**config.mk**
```make
export PLATFORM = sky130hd
export DESIGN_NAME = memory_arbiter
export DESIGN_NICKNAME = d
export VERILOG_FILES = /design/src/rtl/memory_arbiter.sv
export SDC_FILE = /design/constraint.sdc
export NUM_CORES = 1
export LEC_CHECK = 0
export CORE_ASPECT_RATIO = 1.2
export CORE_UTILIZATION = 31
export DETAILED_ROUTE_END_ITERATION = 16
export PLACE_DENSITY = 0.77
export SYNTH_ARGS = -nofsm -noshare
export SYNTH_HDL_FRONTEND = slang
export SYNTH_SLANG_ARGS = --single-unit
```
**constraint.sdc**
```tcl
create_clock -name CLK -period 1.5 [get_ports CLK]
set_input_delay 0.225 -clock CLK [delete_from_list [all_inputs] [get_ports CLK]]
set_output_delay 0.225 -clock CLK [all_outputs]
set_load 0.05 [all_outputs]
```
**src/rtl/memory_arbiter.sv**
```systemverilog
// memory_arbiter: shares one RAM port between the instruction-fetch side and
// the data side (including LL/SC). A four-state grant FSM sequences each
// transfer, a link register tracks the outstanding load-linked address, a
// last-grant flag alternates priority under contention, and a grant timer
// aborts transfers the RAM never completes.
module memory_arbiter #(
   parameter int ADDR_W  = 32,
   parameter int DATA_W  = 32,
   parameter int TIMEOUT = 255
) (
   input  logic              CLK,
   input  logic              nRST,
   // instruction side
   input  logic              iREN,
   input  logic [ADDR_W-1:0] iaddr,
   output logic [DATA_W-1:0] iload,
   output logic              iwait,
   // data side
   input  logic              dREN,
   input  logic              dWEN,
   input  logic              dLL,
   input  logic              dSC,
   input  logic [ADDR_W-1:0] daddr,
   input  logic [DATA_W-1:0] dstore,
   output logic [DATA_W-1:0] dload,
   output logic              dwait,
   // RAM side
   output logic              ramREN,
   output logic              ramWEN,
   output logic [ADDR_W-1:0] ramaddr,
   output logic [DATA_W-1:0] ramstore,
   input  logic [DATA_W-1:0] ramload,
   input  logic [1:0]        ramstate,
   // status
   output logic              memerr
);

   localparam int TW = $clog2(TIMEOUT + 1);

   localparam logic [1:0] RAM_ACCESS = 2'd2;

   typedef enum logic [1:0] {
      IDLE   = 2'd0,
      IGNT   = 2'd1,
      DGNT   = 2'd2,
      SCFAIL = 2'd3
   } state_t;

   state_t            state_q, state_d;
   logic              link_valid_q, link_valid_d;
   logic [ADDR_W-1:0] link_addr_q, link_addr_d;
   logic              last_d_q, last_d_d;
   logic [TW-1:0]     timer_q, timer_d;
   logic              memerr_q, memerr_d;

   logic d_req;
   logic sc_req;
   logic link_hit;
   logic ram_done;
   logic timed_out;

   assign d_req     = dREN | dWEN;
   assign sc_req    = dWEN & dSC;
   assign link_hit  = link_valid_q && (link_addr_q == daddr);
   assign ram_done  = (ramstate == RAM_ACCESS);
   assign timed_out = (timer_q == TW'(TIMEOUT - 1));
   assign memerr    = memerr_q;

   // Next-state, link/fairness/timer updates and all requester/RAM outputs.
   always_comb begin
      // NOTE: every signal written here gets a default first, so no path
      // through the case can leave one unassigned and infer a latch.
      state_d      = state_q;
      link_valid_d = link_valid_q;
      link_addr_d  = link_addr_q;
      last_d_d     = last_d_q;
      timer_d      = '0;
      memerr_d     = memerr_q;
      ramREN       = 1'b0;
      ramWEN       = 1'b0;
      ramaddr      = '0;
      ramstore     = '0;
      iwait        = 1'b1;
      dwait        = 1'b1;
      iload        = '0;
      dload        = '0;

      case (state_q)
         IDLE: begin
            // d-side wins ties unless it also won the previous grant
            if (d_req && (!iREN || !last_d_q)) begin
               if (sc_req && !link_hit) state_d = SCFAIL;
               else                     state_d = DGNT;
            end else if (iREN) begin
               state_d = IGNT;
            end
         end

         IGNT: begin
            ramREN  = 1'b1;
            ramaddr = iaddr;
            timer_d = timer_q + TW'(1);
            if (ram_done) begin
               iwait    = 1'b0;
               iload    = ramload;
               last_d_d = 1'b0;
               state_d  = IDLE;
            end else if (timed_out) begin
               iwait    = 1'b0;
               memerr_d = 1'b1;
               last_d_d = 1'b0;
               state_d  = IDLE;
            end
         end

         DGNT: begin
            // a simultaneous read+write request is served as a write
            ramREN   = dREN & ~dWEN;
            ramWEN   = dWEN;
            ramaddr  = daddr;
            ramstore = dstore;
            timer_d  = timer_q + TW'(1);
            if (ram_done) begin
               dwait    = 1'b0;
               last_d_d = 1'b1;
               state_d  = IDLE;
               if (dWEN) begin
                  dload = dSC ? DATA_W'(1) : '0;
                  if (dSC || (link_addr_q == daddr)) link_valid_d = 1'b0;
               end else begin
                  dload = ramload;
                  if (dLL) begin
                     link_valid_d = 1'b1;
                     link_addr_d  = daddr;
                  end
               end
            end else if (timed_out) begin
               dwait    = 1'b0;
               memerr_d = 1'b1;
               last_d_d = 1'b1;
               state_d  = IDLE;
            end
         end

         SCFAIL: begin
            // link miss: report failure without touching the RAM
            dwait        = 1'b0;
            last_d_d     = 1'b1;
            link_valid_d = 1'b0;
            state_d      = IDLE;
         end

         default: state_d = IDLE;
      endcase
   end

   // State, link, fairness, timer and sticky error registers.
   always_ff @(posedge CLK) begin
      // NOTE: sequential state uses non-blocking assignments so every
      // register samples the pre-edge values regardless of statement order.
      if (!nRST) begin
         state_q      <= IDLE;
         link_valid_q <= 1'b0;
         link_addr_q  <= '0;
         last_d_q     <= 1'b0;
         timer_q      <= '0;
         memerr_q     <= 1'b0;
      end else begin
         state_q      <= state_d;
         link_valid_q <= link_valid_d;
         link_addr_q  <= link_addr_d;
         last_d_q     <= last_d_d;
         timer_q      <= timer_d;
         memerr_q     <= memerr_d;
      end
   end

endmodule

```
==> flow_summary_export.csv <==
group,metric,value,unit
detailed_routing,vias_per_cell,5.95,
logic_synthesis,synth_top_family_by_area,"simple AND/OR/NAND/NOR gates",
global_route,grt-busiest-layer,"met2",
layout,final_cell_mix,"146 x buf_12, 128 x clkdlybuf4s50_1, 65 x and2_4, 55 x buf_4, 39 x dfxtp_1",
floorplanning,die_w,100,um
layout,final_common_cell,"buf_12",
logic_synthesis,async_flop_share,0,
global_route,use_met3,0.0879,
floorplanning,io-pin-count,270,
power_and_ir_drop,clkPwrFrac,0.082,
logic_synthesis,synth_edf_count,0,
critical_path,startpoint_type,"primary input",
logic_synthesis,ys_ff_latch,45,
global_route,gr-usage-met1,0.315,
timing,worst_pin_slew,0.514,ns
power_and_ir_drop,p_seq_frac,0.099,
global_route,grt_pass1_vias,5426,
logic_synthesis,avgSynthCellArea,7.82,um2
clock_tree,cts_tree,"yes",
power_and_ir_drop,intPower,7.74,mW
critical_path,cp-end-kind,"register",
detailed_routing,postRouteAntennaNets,0,
min_path,hold_class,"in2reg",
global_route,grt_pass1_wl,30600,um
logic_synthesis,yosys.area_share.simple,0.380,
global_route,use_met2,0.644,
logic_synthesis,synth-main-ff-cell,"dfxtp_1",
placement,place.gp.congestion,0.883,
clock_tree,clkTransAtPathRegs,0.07,ns
timing,slew_violations,0,
clock_tree,clock_sinks,45,
detailed_routing,wl_per_cell,28.6,um
logic_synthesis,synth_compound_gate_area_share,0.196,
power_and_ir_drop,ir_drop,0.00111,V
clock_tree,cts_buffers,5,
layout,drive_gt1_frac,0.644,
clock_tree,cts_max_level,2,
global_route,grt_max_degree,33,
placement,dpl_cell_area,8710,um2
logic_synthesis,yosysSeqAreaShare,0.252,
global_route,antenna_found_initial,3,
logic_synthesis,syn_area,3570,um2
status,status,"finished with violations",
detailed_routing,route.detailed.drc,0,
timing,fin_worst_skew,0.00530,ns
floorplanning,fp.dieArea,12000,um2
logic_synthesis,synthAdderAreaFrac,0.0245,
timing,max_freq,451,MHz
timing,fin_setup_tns,-66.90,ns
global_route,gr-total-overflow,0,
global_route,grt_usage,0.333,
logic_synthesis,netlist_instances,457,
layout,n_fill_cell,356,
layout,nNetsFinal,938,
logic_synthesis,syn_nets,601,
clock_tree,worstSkewPairLatency,0.29,ns
power_and_ir_drop,combPwrFrac,0.819,
power_and_ir_drop,p_leak,3.96,nW
floorplanning,die_y,120,um
timing,fin_crit_sh,1.48,
logic_synthesis,ys_types,45,
detailed_routing,num_vias,5669,
placement,io_buffers,269,
timing,finalCriticalPeriod,2.22,ns
critical_path,crit_required,1.66,ns
critical_path,worstSetupPathType,"in2reg",
detailed_routing,wl,27200,um
layout,fin_area,10100,um2
status,violations,"negative setup slack",
critical_path,cp.arrival,2.38,ns
power_and_ir_drop,power.density,1380,nW/um2
floorplanning,coreArea,11100,um2
critical_path,crit_path_max_fanout,3,
timing,maxSlewHeadroom,0.657,
clock_tree,cts_hold_buffers,0,
clock_tree,clock_path_buffers,2,
logic_synthesis,yosysWarnings,0,
power_and_ir_drop,sw_frac_of_total,0.445,
layout,syn2layout_area_growth,183,%
logic_synthesis,synthMuxAreaShare,0.00280,
power_and_ir_drop,switchingPower,6.20,mW
floorplanning,start_util,0.321,
detailed_routing,dr.first_iter.drc_count,507,
power_and_ir_drop,fin_total_pwr,13.9,mW
clock_tree,root_buffer,"clkbuf_16",
detailed_routing,first_pass_iters,6,
timing,setup_viol,176,
timing,worst_slack,-0.718,ns
floorplanning,fp-row-count,42,
timing,rsz0062_at_grt,"yes",
flow_run,maxCapViolCount,0,
logic_synthesis,synth_xor_area_frac,0.0882,
timing,hold_violations,0,
placement,dp_hpwl,13200,um
-- state kept, by name, indices dropped and copies added (netlist names) --
signal and count:
link_valid_q 1, memerr 1, last_d_q 1, timer_q 8
state_q 2, link_addr_q 32
-- layout make-up --
class                      instances  area (um2)  share of cell area
tap                              154         193              0.0191
timing repair buffer             367        5270               0.522
sequential                        45         913              0.0905
clock buffer                       5         125              0.0124
antenna                            3        7.51            0.000744
clock inverter                     3        21.3             0.00211
inverter                           5        21.3             0.00211
multi-input combinational        370        3540               0.351
-- synthesized netlist by cell type (5+ instances only) --
master / number / area share
nor2b_1: 34 / 0.060
and3_1: 33 / 0.058
nor4_1: 8 / 0.014
a21oi_1: 5 / 0.0070
clkbuf_1: 31 / 0.033
xor2_1: 35 / 0.086
nand2_2: 10 / 0.018
ha_1: 7 / 0.025
a21boi_1: 10 / 0.021
inv_1: 5 / 0.0053
dfxtp_1: 45 / 0.25
nor2_1: 8 / 0.0084
a21boi_2: 20 / 0.063
nand3_1: 5 / 0.0070
a22oi_1: 33 / 0.069
and2_1: 66 / 0.12
o21ai_0: 7 / 0.0098
nand2_1: 62 / 0.065
-- kinds of logic after synthesis --
kind of cell,Yosys count
flip-flops,45
multiplexers,1
buffers and inverters,42
adder cells (fa/ha/maj),7
XOR/XNOR,36
AO/OA/AOI/OAI,86
AND/OR/NAND/NOR,240
-- per-stage QoR --
stage          cells  utilization  worst slack [ns]  hold WS [ns]
6_report         952        0.906            -0.718         0.342
5_1_grt          951        0.906            -0.823         0.332
4_1_cts          928        0.851            -0.330         0.392
3_5_place_dp     900        0.782            -0.489         0.457
3_3_place_gp     900        0.782            -0.536         0.452
2_1_floorplan    457            -           -0.0530         0.352
-- routing by layer --
| metal | share of wire | up-vias |
|---|---|---|
| met2 | 0.50 | 543 |
| met1 | 0.31 | 2682 |
| met4 | 0.096 | 0 |
| met5 | 0 | - |
| met3 | 0.10 | 215 |
| li1 | - | 2229 |
-- timing repair --
| item | in CTS | in global routing |
|---|---|---|
| setup buffers | 16 | 10 |
| pin swaps | 13 | 31 |
| endpoints found under the hold margin | 0 | 0 |
| cloned | 4 | 12 |
| setup endpoints to repair | 168 | 169 |
| gates resized for setup | 92 | 78 |
-- power by group through the flow --
stage                     logic [mW]  clock network [mW]  registers [mW]
after global routing            11.6                1.20            1.38
after global placement          8.59                   0            1.35
final                           11.4                1.15            1.38
after CTS                       9.83                1.11            1.35
after floorplan                 5.09                   0            1.35
after detailed placement        8.76                   0            1.35
-- final timing paths --
check | from | end | slack (ns) | cells after the start
worst min register to register | link_addr_q[30] | link_addr_q[30] | 0.49 | 2
worst max-delay path | daddr[14] | state_q[0] | -0.72 | 6
worst max register to register | link_addr_q[14] | state_q[0] | -0.60 | 5
worst min-delay path | daddr[18] | link_addr_q[18] | 0.34 | 3
-- worst max-delay path: stages --
cell,delay (ns)
clkdlybuf4s50_1,0.50
xor2_1,0.21
nor4_2,0.46
nand4_1,0.48
o31ai_2,0.35
o21ai_1,0.15
(Power assumes the default switching activity.)
